==> src/rtl/usb_rx_pkg.sv <==
// usb_rx_pkg: line symbols and receiver types shared by
// the USB low-speed receive path and its DPLL.
package usb_rx_pkg;

   // {D+, D-}; low-speed idle (J) drives D- high
   typedef enum logic [1:0] {
      SE0 = 2'b00,
      J   = 2'b01,
      K   = 2'b10,
      SE1 = 2'b11
   } d_port_t;

   typedef enum logic [2:0] {
      IDLE,
      SYNC,
      DATA,
      EOP_WAIT,
      ERR_WAIT
   } rx_state_t;

   localparam int         CLK_DIV      = 16;
   localparam logic [2:0] SYNC_ZEROS   = 3'd5;
   localparam logic [6:0] RESET_CYCLES = 7'd60;
   localparam logic [7:0] SYNC_BYTE    = 8'h80;

   // mid-bit sample point of the 16-clk bit cell
   localparam logic [3:0] STROBE_PHASE = 4'd7;
   localparam logic [2:0] STUFF_ONES   = 3'd6;
   // J strobes that prove the bus idle after an error
   localparam logic [3:0] IDLE_JS      = 4'd8;

   function automatic logic is_jk(d_port_t s);
      return (s == J) || (s == K);
   endfunction

endpackage

==> src/rtl/usb_rx_dpll.sv <==
// usb_rx_dpll: 2-FF synchronizer and bit-phase recovery;
// strobes mid-bit, re-centred on every J<->K edge.
module usb_rx_dpll
   import usb_rx_pkg::*;
(
   input  logic    clk,
   input  logic    reset_n,
   input  d_port_t d_i,
   output d_port_t sym,
   output logic    strobe
);

   d_port_t    r_sync1;
   d_port_t    r_sync2;
   d_port_t    r_last_jk;
   logic [3:0] r_phase;
   logic       w_jk;
   logic       w_trans;

   assign w_jk    = is_jk(r_sync2);
   assign w_trans = w_jk && (r_sync2 != r_last_jk);

   // A strobe coinciding with an edge would sample the
   // new bit twice once the phase restarts, so mask it.
   assign strobe = (r_phase == STROBE_PHASE) && !w_trans;
   assign sym    = r_sync2;

   // bring the asynchronous line into the clk domain
   always_ff @(posedge clk or negedge reset_n) begin
      if (!reset_n) begin
         r_sync1 <= J;
         r_sync2 <= J;
      end else begin
         r_sync1 <= d_i;
         r_sync2 <= r_sync1;
      end
   end

   // free-running phase, cleared on J/K edges only
   always_ff @(posedge clk or negedge reset_n) begin
      if (!reset_n) begin
         r_phase   <= 4'd0;
         r_last_jk <= J;
      end else begin
         if (w_trans) begin
            r_phase <= 4'd0;
         end else begin
            r_phase <= r_phase + 4'd1;
         end
         if (w_jk) begin
            r_last_jk <= r_sync2;
         end
      end
   end

endmodule

==> src/rtl/usb_rx.sv <==
// usb_rx: USB low-speed receiver; SYNC hunt, NRZI decode,
// unstuffing, byte assembly, EOP/error and bus reset.
module usb_rx
   import usb_rx_pkg::*;
(
   input  logic       clk,
   input  logic       reset_n,
   input  d_port_t    d_i,
   input  logic       rx_en,
   output logic [7:0] data,
   output logic       valid,
   output logic       active,
   output logic       eop,
   output logic       error,
   output logic       bus_reset
);

   d_port_t    w_sym;
   logic       w_strobe;
   logic       w_jk;
   logic       w_bit;
   logic [7:0] w_byte;

   rx_state_t  r_state;
   d_port_t    r_prev;
   logic [2:0] r_zeros;
   logic [2:0] r_ones;
   logic [2:0] r_bits;
   logic [3:0] r_jcnt;
   logic [7:0] r_shift;
   logic [7:0] r_data;
   logic       r_valid;
   logic       r_active;
   logic       r_eop;
   logic       r_error;
   logic [6:0] r_se0_cnt;
   logic       r_bus_reset;

   usb_rx_dpll u_dpll (
      .clk     (clk),
      .reset_n (reset_n),
      .d_i     (d_i),
      .sym     (w_sym),
      .strobe  (w_strobe)
   );

   assign w_jk   = is_jk(w_sym);
   assign w_bit  = (w_sym == r_prev);
   assign w_byte = {w_bit, r_shift[7:1]};

   assign data      = r_data;
   assign valid     = r_valid;
   assign active    = r_active;
   assign eop       = r_eop;
   assign error     = r_error;
   assign bus_reset = r_bus_reset;

   // NRZI reference: last J/K level seen at a strobe
   always_ff @(posedge clk or negedge reset_n) begin
      if (!reset_n) begin
         r_prev <= J;
      end else if (w_strobe && w_jk) begin
         r_prev <= w_sym;
      end
   end

   // packet FSM with unstuffing and byte assembly
   always_ff @(posedge clk or negedge reset_n) begin
      if (!reset_n) begin
         r_state  <= IDLE;
         r_zeros  <= 3'd0;
         r_ones   <= 3'd0;
         r_bits   <= 3'd0;
         r_jcnt   <= 4'd0;
         r_shift  <= 8'd0;
         r_data   <= 8'd0;
         r_valid  <= 1'b0;
         r_active <= 1'b0;
         r_eop    <= 1'b0;
         r_error  <= 1'b0;
      end else begin
         r_valid <= 1'b0;
         r_eop   <= 1'b0;
         r_error <= 1'b0;
         if (!rx_en) begin
            r_state  <= IDLE;
            r_active <= 1'b0;
         end else if (w_strobe) begin
            case (r_state)
               IDLE: begin
                  if (w_sym == K && r_prev == J) begin
                     r_state <= SYNC;
                     r_zeros <= 3'd1;
                  end
               end
               SYNC: begin
                  if (!w_jk) begin
                     r_state <= IDLE;
                  end else if (!w_bit) begin
                     if (r_zeros != 3'd7) begin
                        r_zeros <= r_zeros + 3'd1;
                     end
                  end else if (r_zeros >= SYNC_ZEROS) begin
                     r_state  <= DATA;
                     r_active <= 1'b1;
                     r_ones   <= 3'd0;
                     r_bits   <= 3'd0;
                  end else begin
                     r_state <= IDLE;
                  end
               end
               DATA: begin
                  if (w_sym == SE0) begin
                     if (r_bits != 3'd0) begin
                        r_error  <= 1'b1;
                        r_active <= 1'b0;
                        r_jcnt   <= 4'd0;
                        r_state  <= ERR_WAIT;
                     end else begin
                        r_state <= EOP_WAIT;
                     end
                  end else if (w_sym == SE1) begin
                     r_error  <= 1'b1;
                     r_active <= 1'b0;
                     r_jcnt   <= 4'd0;
                     r_state  <= ERR_WAIT;
                  end else if (r_ones == STUFF_ONES) begin
                     if (w_bit) begin
                        r_error  <= 1'b1;
                        r_active <= 1'b0;
                        r_jcnt   <= 4'd0;
                        r_state  <= ERR_WAIT;
                     end else begin
                        r_ones <= 3'd0;
                     end
                  end else begin
                     r_ones  <= w_bit ? r_ones + 3'd1 : 3'd0;
                     r_shift <= w_byte;
                     r_bits  <= r_bits + 3'd1;
                     if (r_bits == 3'd7) begin
                        r_data  <= w_byte;
                        r_valid <= 1'b1;
                     end
                  end
               end
               EOP_WAIT: begin
                  if (w_sym == J) begin
                     r_eop    <= 1'b1;
                     r_active <= 1'b0;
                     r_state  <= IDLE;
                  end else if (w_sym != SE0) begin
                     r_error  <= 1'b1;
                     r_active <= 1'b0;
                     r_jcnt   <= 4'd0;
                     r_state  <= ERR_WAIT;
                  end
               end
               ERR_WAIT: begin
                  r_active <= 1'b0;
                  if (w_sym == J) begin
                     if (r_jcnt == IDLE_JS - 4'd1) begin
                        r_state <= IDLE;
                     end else begin
                        r_jcnt <= r_jcnt + 4'd1;
                     end
                  end else begin
                     r_jcnt <= 4'd0;
                  end
               end
               default: begin
                  r_state <= IDLE;
               end
            endcase
         end
      end
   end

   // saturating SE0 run length drives the bus_reset level
   always_ff @(posedge clk or negedge reset_n) begin
      if (!reset_n) begin
         r_se0_cnt   <= 7'd0;
         r_bus_reset <= 1'b0;
      end else if (w_sym == SE0) begin
         if (r_se0_cnt != 7'd127) begin
            r_se0_cnt <= r_se0_cnt + 7'd1;
         end
         if (r_se0_cnt >= RESET_CYCLES - 7'd1) begin
            r_bus_reset <= 1'b1;
         end
      end else begin
         r_se0_cnt   <= 7'd0;
         r_bus_reset <= 1'b0;
      end
   end

endmodule

==> config.mk <==
export PLATFORM = sky130hd
export DESIGN_NAME = usb_rx
export DESIGN_NICKNAME = d
export VERILOG_FILES = /design/src/rtl/usb_rx_pkg.sv /design/src/rtl/usb_rx_dpll.sv /design/src/rtl/usb_rx.sv
export SDC_FILE = /design/constraint.sdc
export NUM_CORES = 1
export LEC_CHECK = 0
export BUFFER_PORTS_ARGS = -buffer_cell sky130_fd_sc_hd__buf_2
export CAP_MARGIN = 20
export CORE_ASPECT_RATIO = 1.5
export CORE_MARGIN = 4
export CORE_UTILIZATION = 35
export CTS_CLUSTER_DIAMETER = 100
export DETAILED_ROUTE_END_ITERATION = 7
export PLACE_DENSITY = 0.52
export SYNTH_ARGS = -nofsm -noshare
export SYNTH_HDL_FRONTEND = slang
export SYNTH_HIERARCHICAL = 1
export SYNTH_SLANG_ARGS = --single-unit
==> constraint.sdc <==
create_clock -name clk -period 2.8 [get_ports clk]
set_clock_uncertainty 0.1 [all_clocks]
set_input_delay 0.56 -clock clk [delete_from_list [all_inputs] [get_ports clk]]
set_output_delay 0.56 -clock clk [all_outputs]
set_load 0.01 [all_outputs]
==> report_table.html <==
<table>
<tr><th>Metric</th><th>Value</th></tr>
<tr><th colspan="2">Clock tree</th></tr>
<tr><td># H-tree levels</td><td>2</td></tr>
<tr><td>Clock latency at the later pin of the worst-skew pair</td><td>290 ps</td></tr>
<tr><td>Number of cells upsized or downsized after cts</td><td>0</td></tr>
<tr><td>Clock Path Buffers</td><td>2</td></tr>
<tr><td>Number of buffers added by the clock tree synthesis step</td><td>5</td></tr>
<tr><td>TritonCTS clock tree</td><td>yes</td></tr>
<tr><td>Number of setup buffers added after CTS</td><td>0</td></tr>
<tr><td>Root buffer cell</td><td>clkbuf_16</td></tr>
<tr><td>Clock Sinks</td><td>55</td></tr>
<tr><td>Clock slew at reported path FFs</td><td>70 ps</td></tr>
<tr><td>Cts-stage hold buffer count</td><td>0</td></tr>
<tr><th colspan="2">Route</th></tr>
<tr><td>Vias post-DR</td><td>1971</td></tr>
<tr><td>Residual DRC count</td><td>0</td></tr>
<tr><td>Drt via density</td><td>5.015</td></tr>
<tr><td>First DRT Iteration DRCs</td><td>95</td></tr>
<tr><td>Antenna Nets Post-Route</td><td>0</td></tr>
<tr><td>Final WL</td><td>5307 µm</td></tr>
<tr><td>DR pass1 iterations</td><td>4</td></tr>
<tr><td>Final routed wire length divided by cell count</td><td>13.50 µm</td></tr>
<tr><th colspan="2">STA</th></tr>
<tr><td>RSZ-0062 raised after global routing</td><td>no</td></tr>
<tr><td>Worst relative slew slack</td><td>68.18%</td></tr>
<tr><td>Final hold violation count</td><td>0</td></tr>
<tr><td>Maximum operating frequency</td><td>0.3983 GHz</td></tr>
<tr><td>Final max-slew violation count</td><td>0</td></tr>
<tr><td>Fin Setup TNS</td><td>0 ps</td></tr>
<tr><td>Shortest period the worst path allows</td><td>2511 ps</td></tr>
<tr><td>Actual slew at the worst max-slew pin</td><td>475.3 ps</td></tr>
<tr><td>Period utilisation layout</td><td>89.67%</td></tr>
<tr><td>Worst slack on hold paths</td><td>142.7 ps</td></tr>
<tr><td>Final setup violation count</td><td>0</td></tr>
<tr><th colspan="2">Place</th></tr>
<tr><td>IO buf count</td><td>17</td></tr>
<tr><td>Global placement routability congestion</td><td>0.8416</td></tr>
<tr><td>Dpl hpwl</td><td>3889 µm</td></tr>
<tr><th colspan="2">Logic synthesis</th></tr>
<tr><td>Cells after synthesis</td><td>268</td></tr>
<tr><td>Number of synthesized register bits</td><td>55</td></tr>
<tr><td>Main combinational cell family by area after synthesis</td><td>simple AND/OR/NAND/NOR gates</td></tr>
<tr><td>Most common cell in the synthesized netlist</td><td>dfrtp_1</td></tr>
<tr><td>YS warnings</td><td>6</td></tr>
<tr><td>Number of flops mapped to enable cells by yosys</td><td>0</td></tr>
<tr><td>Cell types occupying the most area after synthesis</td><td>dfrtp_1 46%, ha_1 6.7%, nand2_1 5.8%</td></tr>
<tr><td>Area of the mapped netlist</td><td>2786 µm²</td></tr>
<tr><td>Synthesized-area fraction occupied by adder cells</td><td>7.095%</td></tr>
<tr><td>Area fraction of the dominant cell type after synthesis</td><td>45.80%</td></tr>
<tr><td>Xor/xnor cell area share of the yosys netlist</td><td>2.200%</td></tr>
<tr><td>Synth Area per Inst</td><td>10.40 µm²</td></tr>
<tr><td>Number of distinct library cell variants in the gate-level netlist after synthesis</td><td>53</td></tr>
<tr><td>Sequential cell area fraction in the yosys report</td><td>49.57%</td></tr>
<tr><td>Net count after synthesis</td><td>288</td></tr>
<tr><td>Share of synthesized area spent on multiplexers</td><td>6.286%</td></tr>
<tr><td>Basic-gate share of the synthesized area counting and, or, nand and nor cells</td><td>19.26%</td></tr>
<tr><td>Dominant cell type by area after synthesis</td><td>dfrtp_1</td></tr>
<tr><td>Most numerous cell types in the synthesized netlist</td><td>51 x dfrtp_1, 43 x nand2_1, 19 x nor2_1</td></tr>
<tr><td>Most frequently used flop master after synthesis</td><td>dfrtp_1</td></tr>
<tr><td>Compound-Gate Fraction of Synth Area</td><td>12.17%</td></tr>
<tr><td>Async S/R FF share, synth</td><td>100.0%</td></tr>
<tr><th colspan="2">Critical path</th></tr>
<tr><td>Kind of end point of the critical path</td><td>register</td></tr>
<tr><td>Worst endpoint required time</td><td>2900 ps</td></tr>
<tr><td>Worst R2R Path Depth</td><td>9</td></tr>
<tr><td>Kind of start point of the critical path</td><td>register</td></tr>
<tr><td>Critical register-to-register path endpoint</td><td>r_jcnt[3]$_DFFE_PN0P_</td></tr>
<tr><td>Arrival time reported for the critical path endpoint</td><td>2610 ps</td></tr>
<tr><td>Highest net fanout along the worst path</td><td>9</td></tr>
<tr><td>Register-to-Register Setup Slack</td><td>290 ps</td></tr>
<tr><td>Crit path kind</td><td>reg -&gt; reg</td></tr>
<tr><td>Worst r2r src</td><td>u_dpll/sym[0]$_DFF_PN1_</td></tr>
<tr><th colspan="2">Run status</th></tr>
<tr><td>Result of the run</td><td>completed</td></tr>
<tr><th colspan="2">Global routing</th></tr>
<tr><td>Global-route wire length before repair</td><td>9121 µm</td></tr>
<tr><td>GRT Overall Usage</td><td>12.26%</td></tr>
<tr><td>Initial antenna violation count</td><td>0</td></tr>
<tr><td>Global route overflow</td><td>0</td></tr>
<tr><td>Largest net degree at the start of global routing</td><td>56</td></tr>
<tr><td>Via count of the first global-routing pass</td><td>1990</td></tr>
<tr><th colspan="2">Finish</th></tr>
<tr><td>Layout cells sized above 1</td><td>19.24%</td></tr>
<tr><td>Total number of nets in the final design</td><td>311</td></tr>
<tr><td>Area growth, synth to finish</td><td>13.34%</td></tr>
<tr><td>Diode insertion count for antenna repair</td><td>0</td></tr>
<tr><th colspan="2">Floorplanning</th></tr>
<tr><td>Die Span Y</td><td>117.3 µm</td></tr>
<tr><td>Core Area</td><td>7710 µm²</td></tr>
<tr><td>Placement row count</td><td>39</td></tr>
<tr><td>Die Outline Area</td><td>9482 µm²</td></tr>
<tr><td>Die Width</td><td>80.85 µm</td></tr>
<tr><td>Effective utilization at floorplan</td><td>36.14%</td></tr>
<tr><td>Top-level I/O count</td><td>18</td></tr>
<tr><th colspan="2">Power and ir drop</th></tr>
<tr><td>Peak ir drop on the vdd network</td><td>0.3227 mV</td></tr>
<tr><td>Power density of the placed cells</td><td>570.7 nW/µm²</td></tr>
<tr><td>Cell leakage power</td><td>1.544 nW</td></tr>
<tr><th colspan="2">Worst hold path</th></tr>
<tr><td>Type of the most critical hold path</td><td>in -&gt; async</td></tr>
<tr><th colspan="2">Flow run</th></tr>
<tr><td>Number of max-cap violations</td><td>0</td></tr>
</table>
==> routing by layer <==
metal	wire, µm	GRT usage [%]	vias up
met5	0	0	-
met1	2342	14.45	960
met3	155	2.833	6
met2	2741	21.67	29
li1	-	-	976
met4	68	4.171	0
==> logic make-up after synthesis <==
kind of cell	after synthesis
DFF	55
buffers and inverters	21
AOI/OAI and AO/OA	46
xor gates and xnor gates	7
muxes	16
and+or+nand+nor	107
adders and majority gates	16
==> flip-flops by register name, indices dropped and copies added, names as in the netlist <==
register and flops:
bus_reset 1, u_dpll/r_phase 4, u_dpll/r_last_jk 2, r_ones 3, r_state 3, data 8, r_bits 3, u_dpll/r_sync1 2
r_jcnt 4, u_dpll/sym 2, eop 1, valid 1, error 1, r_prev 2, r_se0_cnt 7, r_zeros 3
r_shift 7, active 1
==> report_power, final <==
group | switching [mW] | total (mW) | internal [mW]
Combinational | 0.153 | 0.254 | 0.102
Sequential | 0.0657 | 0.916 | 0.851
Clock | 0.277 | 0.632 | 0.355
==> cell usage in the layout, fill, tap and decap left out, types with 3 or more instances in the layout <==
cell type	netlist	layout
ha_1	15	15
nand2b_1	5	5
buf_2	4	17
nor2_1	19	19
and2_1	4	4
dfstp_2	4	4
xor2_1	5	5
a31oi_1	3	3
nand3_1	7	7
nor4_1	3	3
inv_1	15	15
mux2i_1	4	4
and3_1	6	6
nand2_1	43	43
buf_4	1	4
a21oi_1	7	7
clkbuf_16	0	5
dfrtp_1	51	51
mux2_2	12	12
o21ai_0	14	14
nor3_1	4	4
==> critical path, cell delays in order (launching register included) <==
cell     delay, ps
dfstp_2        610
or2b_1         160
o22ai_4         90
nor3_2         200
buf_4          150
nand2_1         90
a21oi_1        130
nand2_1        110
or4_4          540
o31ai_1        240
==> through the flow <==
| step | setup WS [ps] | total power [mW] | area, µm² | util, % | instances |
|---|---|---|---|---|---|
| after floorplan | 413.8 | 1.112 | 2786 | - | 268 |
| after global placement | 357.7 | 1.187 | 3010 | 39.05 | 386 |
| after detailed placement | 274.2 | 1.189 | 3010 | 39.05 | 386 |
| after CTS | 268.5 | 1.828 | 3158 | 40.96 | 393 |
| after global routing | 66.67 | 1.895 | 3158 | 40.96 | 393 |
| final | 289.2 | 1.802 | 3158 | 40.96 | 393 |
==> worst max-delay path by stage <==
stage	slack, ps	start	cells after the start	to
2_1_floorplan	410	u_dpll/sym[0]$_DFF_PN1_	7	r_zeros[0]$_DFFE_PN0P_
3_3_place_gp	360	u_dpll/sym[0]$_DFF_PN1_	7	r_zeros[0]$_DFFE_PN0P_
3_5_place_dp	270	u_dpll/sym[0]$_DFF_PN1_	9	r_jcnt[3]$_DFFE_PN0P_
4_1_cts	270	u_dpll/sym[0]$_DFF_PN1_	9	r_jcnt[3]$_DFFE_PN0P_
5_1_grt	70	u_dpll/sym[0]$_DFF_PN1_	9	r_jcnt[3]$_DFFE_PN0P_
6_report	290	u_dpll/sym[0]$_DFF_PN1_	9	r_jcnt[3]$_DFFE_PN0P_
==> area by class of cell <==
type                       count  area, µm²
fill                         789       4552
sequential                    55       1381
multi-input combinational    192       1310
clock buffer                   6      138.9
timing repair buffer          22      135.1
tap                          102      127.6
inverter                      15      56.30
clock inverter                 1      8.758
Power figures use the tool's default switching activity.
